$ cat src/rtl/regfile_mp_if.sv
// Issue/read/writeback bundle for the multi-port register file.
// The master side is the pipeline (decode/issue and writeback); the slave side is the register file.
interface regfile_mp_if #(
    parameter int XLEN = 32,
    parameter int NREG = 32,
    parameter int NRD  = 2,
    parameter int NWR  = 2
);
    localparam int AW = $clog2(NREG);

    logic [NRD*AW-1:0]   rd_addr;
    logic [NRD*XLEN-1:0] rd_data;
    logic [NRD-1:0]      rd_busy;
    logic [NWR-1:0]      wr_en;
    logic [NWR*AW-1:0]   wr_addr;
    logic [NWR*XLEN-1:0] wr_data;
    logic [NWR-1:0]      wr_clr;
    logic                iss_en;
    logic [AW-1:0]       iss_addr;
    logic [AW:0]         busy_cnt;

    modport master (
        output rd_addr, wr_en, wr_addr, wr_data, wr_clr, iss_en, iss_addr,
        input  rd_data, rd_busy, busy_cnt
    );

    modport slave (
        input  rd_addr, wr_en, wr_addr, wr_data, wr_clr, iss_en, iss_addr,
        output rd_data, rd_busy, busy_cnt
    );
endinterface

$ cat src/rtl/regfile_mp.sv
// Multi-port integer register file with per-register busy scoreboard and a registered busy count.
// Define RF_BYPASS_EN to forward same-cycle writes (data and busy clear) onto the read ports.
module regfile_mp #(
    parameter int XLEN = 32,
    parameter int NREG = 32,
    parameter int NRD  = 2,
    parameter int NWR  = 2,
    localparam int AW  = $clog2(NREG)
) (
    input  logic          clk,
    input  logic          rst_n,
    regfile_mp_if.slave   bus
);
    logic [XLEN-1:0] regs [NREG];
    logic [NREG-1:0] busy;
    logic [NREG-1:0] clr_vec;
    logic [NREG-1:0] set_vec;
    logic [NREG-1:0] busy_next;
    logic            cnt_inc;
    logic [AW:0]     cnt_dec;
    logic [AW:0]     cnt;

    function automatic logic [AW:0] popcount(input logic [NREG-1:0] v);
        logic [AW:0] c;
        c = '0;
        for (int k = 0; k < NREG; k++) begin
            c = c + {{AW{1'b0}}, v[k]};
        end
        return c;
    endfunction

    // Returns {busy, data} for one read port.
    function automatic logic [XLEN:0] read_port(input logic [AW-1:0] ra);
        logic [XLEN-1:0] d;
        logic            b;
        d = regs[ra];
        b = busy[ra];
`ifdef RF_BYPASS_EN
        for (int w = 0; w < NWR; w++) begin
            if (bus.wr_en[w] && bus.wr_addr[w*AW +: AW] == ra) begin
                d = bus.wr_data[w*XLEN +: XLEN];
                b = (bus.wr_clr[w] && !(bus.iss_en && bus.iss_addr == ra)) ? 1'b0 : busy[ra];
            end
        end
`endif
        if (!rst_n || ra == '0) begin
            d = '0;
            b = 1'b0;
        end
        return {b, d};
    endfunction

    always_comb begin
        bus.rd_data = '0;
        bus.rd_busy = '0;
        for (int i = 0; i < NRD; i++) begin
            {bus.rd_busy[i], bus.rd_data[i*XLEN +: XLEN]} = read_port(bus.rd_addr[i*AW +: AW]);
        end
    end

    // Set dominates clear: a fresh producer supersedes the one being retired.
    always_comb begin
        clr_vec = '0;
        set_vec = '0;
        for (int w = 0; w < NWR; w++) begin
            if (bus.wr_en[w] && bus.wr_clr[w]) begin
                clr_vec[bus.wr_addr[w*AW +: AW]] = 1'b1;
            end
        end
        if (bus.iss_en) begin
            set_vec[bus.iss_addr] = 1'b1;
        end
        clr_vec[0] = 1'b0;
        set_vec[0] = 1'b0;
        busy_next  = (busy & ~clr_vec) | set_vec;
    end

    assign cnt_inc = |(set_vec & ~busy);
    assign cnt_dec = popcount(clr_vec & busy & ~set_vec);

    always_ff @(posedge clk or negedge rst_n) begin
        if (!rst_n) begin
            for (int r = 0; r < NREG; r++) begin
                regs[r] <= '0;
            end
        end else begin
            for (int w = 0; w < NWR; w++) begin
                if (bus.wr_en[w] && bus.wr_addr[w*AW +: AW] != '0) begin
                    regs[bus.wr_addr[w*AW +: AW]] <= bus.wr_data[w*XLEN +: XLEN];
                end
            end
        end
    end

    always_ff @(posedge clk or negedge rst_n) begin
        if (!rst_n) begin
            busy <= '0;
            cnt  <= '0;
        end else begin
            busy <= busy_next;
            cnt  <= cnt + {{AW{1'b0}}, cnt_inc} - cnt_dec;
        end
    end

    assign bus.busy_cnt = cnt;
endmodule

$ cat src/flat_wrapper.sv
// flat-port wrapper written by rule: the top's interface ports become plain ports
module regfile_mp_flat 
#(
    parameter int XLEN = 32,
    parameter int NREG = 32,
    parameter int NRD  = 2,
    parameter int NWR  = 2,
    localparam int AW  = $clog2(NREG)
)
  (clk, rst_n, bus_rd_addr, bus_wr_en, bus_wr_addr, bus_wr_data, bus_wr_clr, bus_iss_en, bus_iss_addr, bus_rd_data, bus_rd_busy, bus_busy_cnt);
  regfile_mp_if #(.XLEN(XLEN), .NREG(NREG), .NRD(NRD), .NWR(NWR)) bus_i ();
  input  logic clk;
  input  logic rst_n;
  input wire logic [$bits(bus_i.rd_addr)-1:0] bus_rd_addr;
  input wire logic [$bits(bus_i.wr_en)-1:0] bus_wr_en;
  input wire logic [$bits(bus_i.wr_addr)-1:0] bus_wr_addr;
  input wire logic [$bits(bus_i.wr_data)-1:0] bus_wr_data;
  input wire logic [$bits(bus_i.wr_clr)-1:0] bus_wr_clr;
  input wire logic [$bits(bus_i.iss_en)-1:0] bus_iss_en;
  input wire logic [$bits(bus_i.iss_addr)-1:0] bus_iss_addr;
  output wire logic [$bits(bus_i.rd_data)-1:0] bus_rd_data;
  output wire logic [$bits(bus_i.rd_busy)-1:0] bus_rd_busy;
  output wire logic [$bits(bus_i.busy_cnt)-1:0] bus_busy_cnt;
  assign bus_i.rd_addr = bus_rd_addr;
  assign bus_i.wr_en = bus_wr_en;
  assign bus_i.wr_addr = bus_wr_addr;
  assign bus_i.wr_data = bus_wr_data;
  assign bus_i.wr_clr = bus_wr_clr;
  assign bus_i.iss_en = bus_iss_en;
  assign bus_i.iss_addr = bus_iss_addr;
  assign bus_rd_data = bus_i.rd_data;
  assign bus_rd_busy = bus_i.rd_busy;
  assign bus_busy_cnt = bus_i.busy_cnt;
  regfile_mp #(.XLEN(XLEN), .NREG(NREG), .NRD(NRD), .NWR(NWR)) u_core (.clk(clk), .rst_n(rst_n), .bus(bus_i));
endmodule
$ cat config.mk
export PLATFORM = sky130hd
export DESIGN_NAME = regfile_mp_flat
export DESIGN_NICKNAME = d
export VERILOG_FILES = /design/src/rtl/regfile_mp_if.sv /design/src/rtl/regfile_mp.sv /design/src/flat_wrapper.sv
export SDC_FILE = /design/constraint.sdc
export NUM_CORES = 2
export LEC_CHECK = 0
export BUFFER_PORTS_ARGS = -buffer_cell sky130_fd_sc_hd__clkbuf_2
export CAP_MARGIN = 10
export CORE_UTILIZATION = 45
export CTS_BUF_LIST = sky130_fd_sc_hd__clkbuf_2
export CTS_CLUSTER_SIZE = 28
export DETAILED_ROUTE_END_ITERATION = 10
export SLEW_MARGIN = 15
export SYNTH_ARGS = -nofsm -noshare
export SYNTH_HDL_FRONTEND = slang
export SYNTH_SLANG_ARGS = --single-unit
$ cat constraint.sdc
create_clock -name clk -period 8 [get_ports clk]
set_clock_uncertainty 0.05 [all_clocks]
set_input_delay 1.6 -clock clk [delete_from_list [all_inputs] [get_ports clk]]
set_output_delay 1.6 -clock clk [all_outputs]
set_load 0.02 [all_outputs]
After elaboration in Yosys (flattened, before gate mapping)
Cells that the tools add are included.
{"block": "word_totals", "reg_bits": 1062, "wordCells": 142, "input_bits": 96}
{"block": "op_classes", "n_addsub": 33, "bitwise": 13, "n_mux": 31, "n_lt_le_gt_ge": 14, "reduce_logical": 17}
{"op": "1024-bit bitwise mux", "count": 2}
{"op": "1024-bit 2-to-1 mux", "count": 2}
{"op": "32-bit 2-to-1 mux", "count": 11}
{"op": "32-bit binary-select mux with 5-bit select", "count": 2}
{"op": "32-bit demux with 5-bit select", "count": 2}
{"op": "6-bit by 1-bit adder with 6-bit output", "count": 31}
{"op": "32-bit bitwise AND", "count": 4}
{"op": "32-bit NOT", "count": 3}
{"op": "32-bit bitwise OR", "count": 2}
{"op": "32-bit OR reduction", "count": 1}
{"op": "5-bit by 6-bit less-than comparator with 1-bit output, second input constant", "count": 5}
{"op": "6-bit >= comparator, second input constant", "count": 4}
{"op": "5-bit NOT with 6-bit output", "count": 4}
{"op": "1-bit demux with 5-bit select", "count": 3}
{"op": "5-bit by 1-bit >= comparator with 1-bit output, second input constant", "count": 3}
{"op": "6-bit by 1-bit less-than comparator with 1-bit output, second input constant", "count": 2}
{"op": "1-bit binary-select mux with 5-bit select", "count": 2}
{"op": "5-bit logical NOT", "count": 2}
{"op": "5-bit nonzero test", "count": 2}
{"op": "1-bit logical AND", "count": 9}
{"op": "1-bit 2-to-1 mux", "count": 7}
{"op": "6-bit subtractor", "count": 1}
{"op": "1-bit by 1-bit adder with 2-bit output", "count": 1}
{"op": "1-bit logical OR", "count": 2}
{"op": "1-bit logical NOT", "count": 1}

Logic depth before layout (Yosys ltp)
{"block": "depth", "word_depth": 41, "mapped_depth": 27}

Least setup slack after synthesis
No wires, ideal clock.
{"block": "synth_timing", "path_kind": "in2reg", "startpoint": "input port bus_iss_addr[4]", "endpoint": "register u_core.cnt[5], in the netlist u_core.bus.busy_cnt[5]", "stages": 23, "setup_time_ps": 125, "n_path_buf": 1, "t_arrival_ps": 7275, "slack_ps": 550, "required_time_ps": 7825, "cell_sequence": "buf_2 > nor4bb_1 > and3_1 > o41ai_1 > o2111ai_1 > or4_1 > fa_1 > ha_1 > fa_1 > ha_1 > inv_1 > fa_1 > inv_1 > fa_1 > fa_1 > inv_1 > fa_1 > inv_1 > ha_1 > inv_1 > fa_1 > xor2_1 > xnor2_1"}
{"block": "synth_between", "elab_chain_len": 39, "elab_cells_between_ends": 43, "cone_classes": "add/sub: 33; order compare: 2; mux: 3; bitwise: 3; reduce/logical: 2"}
{"item": "start: declaration", "line_no": "flat_wrapper.sv:20", "source": "input wire logic [$bits(bus_i.iss_addr)-1:0] bus_iss_addr;"}
{"item": "5-bit by 6-bit less-than comparator with 1-bit output (not written as such) or 5-bit by 1-bit >= comparator with 1-bit output (tied branches)", "line_no": "regfile_mp.sv:71", "source": "set_vec[bus.iss_addr] = 1'b1;"}
{"item": "1-bit logical AND (not written as such)", "line_no": "regfile_mp.sv:71"}
{"item": "1-bit 2-to-1 mux (not written as such)", "line_no": "regfile_mp.sv:71"}
{"item": "1-bit demux with 5-bit select (*)"}
{"item": "32-bit 2-to-1 mux (*)", "line_no": "regfile_mp.sv:70", "source": "if (bus.iss_en) begin"}
{"item": "32-bit NOT", "line_no": "regfile_mp.sv:79", "source": "assign cnt_dec = popcount(clr_vec & busy & ~set_vec);"}
{"item": "32-bit bitwise AND", "line_no": "regfile_mp.sv:79"}
{"item": "1-bit by 1-bit adder with 2-bit output", "line_no": "regfile_mp.sv:27", "source": "c = c + {{AW{1'b0}}, v[k]};"}
{"item": "6-bit by 1-bit adder with 6-bit output (30 in a row)", "line_no": "regfile_mp.sv:27"}
{"item": "6-bit subtractor (*)", "line_no": "regfile_mp.sv:101", "source": "cnt <= cnt + {{AW{1'b0}}, cnt_inc} - cnt_dec;"}
{"item": "end signal: assignment", "line_no": "regfile_mp.sv:101"}
{"item": "end: declaration", "line_no": "regfile_mp.sv:21", "source": "logic [AW:0] cnt;"}
Mark *: on every way between the ends. The rest lies on a longest branch, timed or not.

Worst setup path in the final report
{"block": "layout_timing", "startpoint": "input port rst_n", "endpoint": "output port bus_rd_data[27]"}
{"block": "layout_between", "elab_chain_len": 3}
{"item": "start: declaration", "line_no": "flat_wrapper.sv:13", "source": "input logic rst_n;"}
{"item": "1-bit logical NOT", "line_no": "regfile_mp.sv:46", "source": "if (!rst_n || ra == '0) begin"}
{"item": "1-bit logical OR", "line_no": "regfile_mp.sv:46"}
{"item": "32-bit 2-to-1 mux", "line_no": "regfile_mp.sv:46"}
{"item": "end: declaration", "line_no": "flat_wrapper.sv:21", "source": "output wire logic [$bits(bus_i.rd_data)-1:0] bus_rd_data;"}
No other way between the ends.

==> flow_results.org <==
** Run status
- Outcome :: finished clean

** STA
- Summed over all failing endpoints, the final setup total negative slack is 0 ns.
- Worst slew margin relative to its limit :: 12.44%
- Setup violations remaining at the end of the flow were counted as 0.
- Period utilization :: 84.11%
- Transition time at the pin with the least slew margin :: 1.313 ns
- The count of final max-slew check failures is 0.
- Maximum operating frequency :: 148.6 MHz
- The final hold violation count is 0.
- Setup repair after global routing left no endpoint under its margin.
- Fin crit period :: between 6 and 7 ns

** Clock network
- Number of buffers created by CTS :: 314
- Count of clock tree sinks :: 1,061
- Clock tree buffer depth :: 4
- For the worst-skew pair, the clock arrives at the later sink with an insertion delay of approximately 1.7 ns.
- In this run, post-CTS repair resized a total of 0 instances.
- Clock root buffer :: sky130_fd_sc_hd__clkbuf_2
- TritonCTS built the clock tree.
- H-Tree Level Count :: 5
- Clock-pin slew was measured on the worst setup and hold paths at ~0.11 ns.

** Synth
- Area share of the largest cell type after synthesis :: around two fifths
- Share of synthesized registers carrying an async set or reset :: 100.0%
- Synth Cell Area :: 67,180 um^2
- After synthesis the netlist holds a flip-flop and latch count of 1,061.
- Synthesis produced a netlist whose cell count is 6,436.
- For this run, the number of Yosys warnings is 0.
- The number of nets in the synthesized netlist is approximately 6,600.
- Portion of the post-synthesis area used by sequential elements :: 39.52%
- After synthesis, the netlist uses 64 different library cells.
- Post-Synthesis Mean Instance Area :: 10.44 um^2
- The synthesized design spends more area on one cell type than any other, namely sky130_fd_sc_hd__dfrtp_1.
- Count of flip-flops with a built-in enable after synthesis :: 0
- Leading cell types by total area after synthesis :: sky130_fd_sc_hd__dfrtp_1 (40%), sky130_fd_sc_hd__mux4_2 (18%), sky130_fd_sc_hd__mux2i_1 (16%)
- The most used flip-flop cell after synthesis is sky130_fd_sc_hd__dfrtp_1.

** Global route
- The first global-routing pass estimated 376,000 um of wire.
- Number of antenna violations at the first check in global routing :: 21
- In the global route stage, overall resource usage came out at about 34%.
- Entering global routing, the biggest net connects 150 pins.
- Global routing finished with a remaining overflow of 0.
- Vias in the first global route :: 53,430

** Worst setup path
- The worst setup path is of the input port to output port kind.
- At the worst endpoint, the arrival time is 5.08 ns.
- Worst-path maximum fanout :: between 80 and 90
- Critical R2R Launch :: u_core.busy[14]$_DFF_PN0_
- Worst Path Required :: 6.35 ns
- First element of the critical path :: rst_n
- Startpoint type of the worst setup path :: input port
- The worst register-to-register path has a depth of 22.
- End of the worst register-to-register path :: u_core.bus.busy_cnt[5]$_DFF_PN0_
- Element type at the critical path end :: output port
- End point of the critical path :: bus_rd_data[27]
- R2R Setup Slk :: around 1.6 ns

** Pwr
- Power Dens Cells :: approximately 240 nW/um^2
- Summed over all cells, the static leakage comes to 30.29 nW.
- Maximum vdd ir drop :: about 0.16 mV

** Placed design
- The count of buffers added on input and output ports is ~170.
- Final estimated routing congestion in global placement :: 0.8885
- Summed over all nets, the half-perimeter wirelength after detailed placement is approximately 140,000 um.
- Inst Count DP :: between 7,000 and 8,000

** Final layout
- Commonest cells after routing, fill and taps aside :: sky130_fd_sc_hd__dfrtp_1 (1,061), sky130_fd_sc_hd__mux2i_1 (1,048), sky130_fd_sc_hd__nand2_1 (739)
- Relative to the synthesized area, the layout overhead comes to 6.472%.
- After the last flow step, the layout net total stands at 6,480.
- Leaving out fill and tap cells, the most frequent cell in the layout is sky130_fd_sc_hd__dfrtp_1.
- Cells with a size suffix above 1 make up 21.37% of the layout.
- After the flow finishes, the layout carries non-filler instances totaling 8,460.

** Floorplanning
- In this run the horizontal extent of the chip is ~390 um.
- The core region is 148,000 um^2.
- For this configuration, the core starts out at a cell density of 45.39%.
- Area of the die :: roughly 150,000 um^2
- The die is 388.4 um tall.
- For this design the top-level I/O count stands at 168.
- Core Rows :: between 100 and 150

** Detailed routing
- The first routing iteration left 7,658 violations.
- For this block, the via count after detailed routing is 54,890.
- Wire length reported by the detailed router :: 259,300 um
- Number of iterations in the first detailed-routing pass :: 8
- For this run, design rule violations remaining after detail routing come to 0.
- Drt via density :: 6.488
- Routed wirelength normalized by instance count :: between 30 and 40 um
- The detail route stage leaves a number of antenna-violating nets equal to 0.

** Min path
- The tightest min-delay check is of the input port to register type.

** Run
- The tool flagged a number of max-cap violations equal to 0.
## registers in the layout, indices dropped and copies added, names as in the netlist
name,cells
u_core.busy,31
u_core.bus.busy_cnt,6
u_core.regs,1024
## stage by stage
step / hold slack [ns] / util, % / total power [mW] / cell area [um^2] / setup WS (ns)
3_5_place_dp: 0.3320 / 46.62 / 12.87 / 69000 / 0.1200
6_report: 0.3143 / 48.32 / 16.82 / 71530 / 1.271
3_3_place_gp: 0.3263 / 46.57 / 12.66 / 68940 / 0.1161
2_1_floorplan: 0.3913 / - / 11.37 / 67180 / 0.5505
5_1_grt: 0.1846 / 48.32 / 17.77 / 71520 / 1.084
4_1_cts: 0.05488 / 48.30 / 16.83 / 71490 / 1.258
## worst min-delay path by stage
stage | startpoint | to | slack [ns] | cells past startpoint
2_1_floorplan | u_core.regs[1000]$_DFF_PN0_ | u_core.regs[1000]$_DFF_PN0_ | 0.39 | 1
3_3_place_gp | u_core.regs[1004]$_DFF_PN0_ | u_core.regs[1004]$_DFF_PN0_ | 0.33 | 0
3_5_place_dp | u_core.regs[1003]$_DFF_PN0_ | u_core.regs[1003]$_DFF_PN0_ | 0.33 | 0
4_1_cts | bus_wr_clr[0] | u_core.busy[1]$_DFF_PN0_ | 0.05 | 3
5_1_grt | bus_wr_clr[0] | u_core.busy[1]$_DFF_PN0_ | 0.18 | 3
6_report | bus_iss_addr[1] | u_core.busy[30]$_DFF_PN0_ | 0.31 | 4
## routing by layer
metal / vias up / GRT usage [%] / part of all wire, %
li1: 23200 / - / -
met3: 775 / 9.278 / 11
met5: - / 0 / 0.032
met1: 27300 / 46.23 / 39
met4: 12 / 18.36 / 5.4
met2: 3604 / 49.68 / 44
## cell families after synthesis
| logic type | Yosys count | share of synthesized area [%] |
|---|---|---|
| buf+inv | 821 | 5.353 |
| compound gates | 1238 | 10.11 |
| flops | 1061 | 39.52 |
| fa+ha+maj | 54 | 1.330 |
| xor+xnor | 3 | 0.03912 |
| simple gates | 1682 | 10.35 |
| mux | 1577 | 33.30 |
## power breakdown
group	internal [mW]	leakage, nW	total (mW)	switching [mW]
sequential	6.78	12.9	7.95	1.16
combinational	2.59	15.4	4.89	2.30
clock	1.51	1.98	3.99	2.49
total	10.9	30.3	16.8	5.94
## worst max-delay path, cell delays in order
cell and delay [ns]:
sky130_fd_sc_hd__dlygate4sd3_1 0.56, sky130_fd_sc_hd__buf_8 0.52, sky130_fd_sc_hd__buf_4 0.91, sky130_fd_sc_hd__nand3b_1 0.14
sky130_fd_sc_hd__buf_4 0.43, sky130_fd_sc_hd__o22ai_1 0.38, sky130_fd_sc_hd__or2_1 0.25, sky130_fd_sc_hd__clkbuf_2 0.20
## cell type report
cell class / instances / area [um^2]
repair buffers: 315 / 2240
inverters: 84 / 315.3
diodes: 13 / 32.53
well taps: 1930 / 2415
clock inverters: 52 / 224.0
fillers: 13640 / 76490
flip-flops and latches: 1061 / 26550
clock buffers: 451 / 2257
multi-input cells: 4554 / 37490
## cell usage after synthesis, types with 8 or more instances
master,n
sky130_fd_sc_hd__fa_1,29
sky130_fd_sc_hd__nand3_1,32
sky130_fd_sc_hd__nand2_1,756
sky130_fd_sc_hd__buf_1,31
sky130_fd_sc_hd__a31oi_1,187
sky130_fd_sc_hd__nor2_1,697
sky130_fd_sc_hd__mux2i_1,1048
sky130_fd_sc_hd__nor2_2,19
sky130_fd_sc_hd__nand2b_1,14
sky130_fd_sc_hd__and3_1,30
sky130_fd_sc_hd__clkbuf_1,480
sky130_fd_sc_hd__a32oi_1,20
sky130_fd_sc_hd__buf_2,156
sky130_fd_sc_hd__o22ai_1,164
sky130_fd_sc_hd__or2_1,55
sky130_fd_sc_hd__o21ai_0,271
sky130_fd_sc_hd__ha_1,25
sky130_fd_sc_hd__or2_2,12
sky130_fd_sc_hd__dfrtp_1,1061
sky130_fd_sc_hd__a21oi_1,492
sky130_fd_sc_hd__inv_1,84
sky130_fd_sc_hd__nand3b_1,8
sky130_fd_sc_hd__buf_4,55
sky130_fd_sc_hd__buf_6,15
sky130_fd_sc_hd__o21ai_1,86
sky130_fd_sc_hd__mux4_2,526
## repair_timing
item | 4_1_cts | 5_1_grt
hold buffers | 1 | 0
endpoints found under the hold margin | 76 | 0
buffers inserted | 0 | 0
Note: power is estimated with default switching activity, not from simulation.
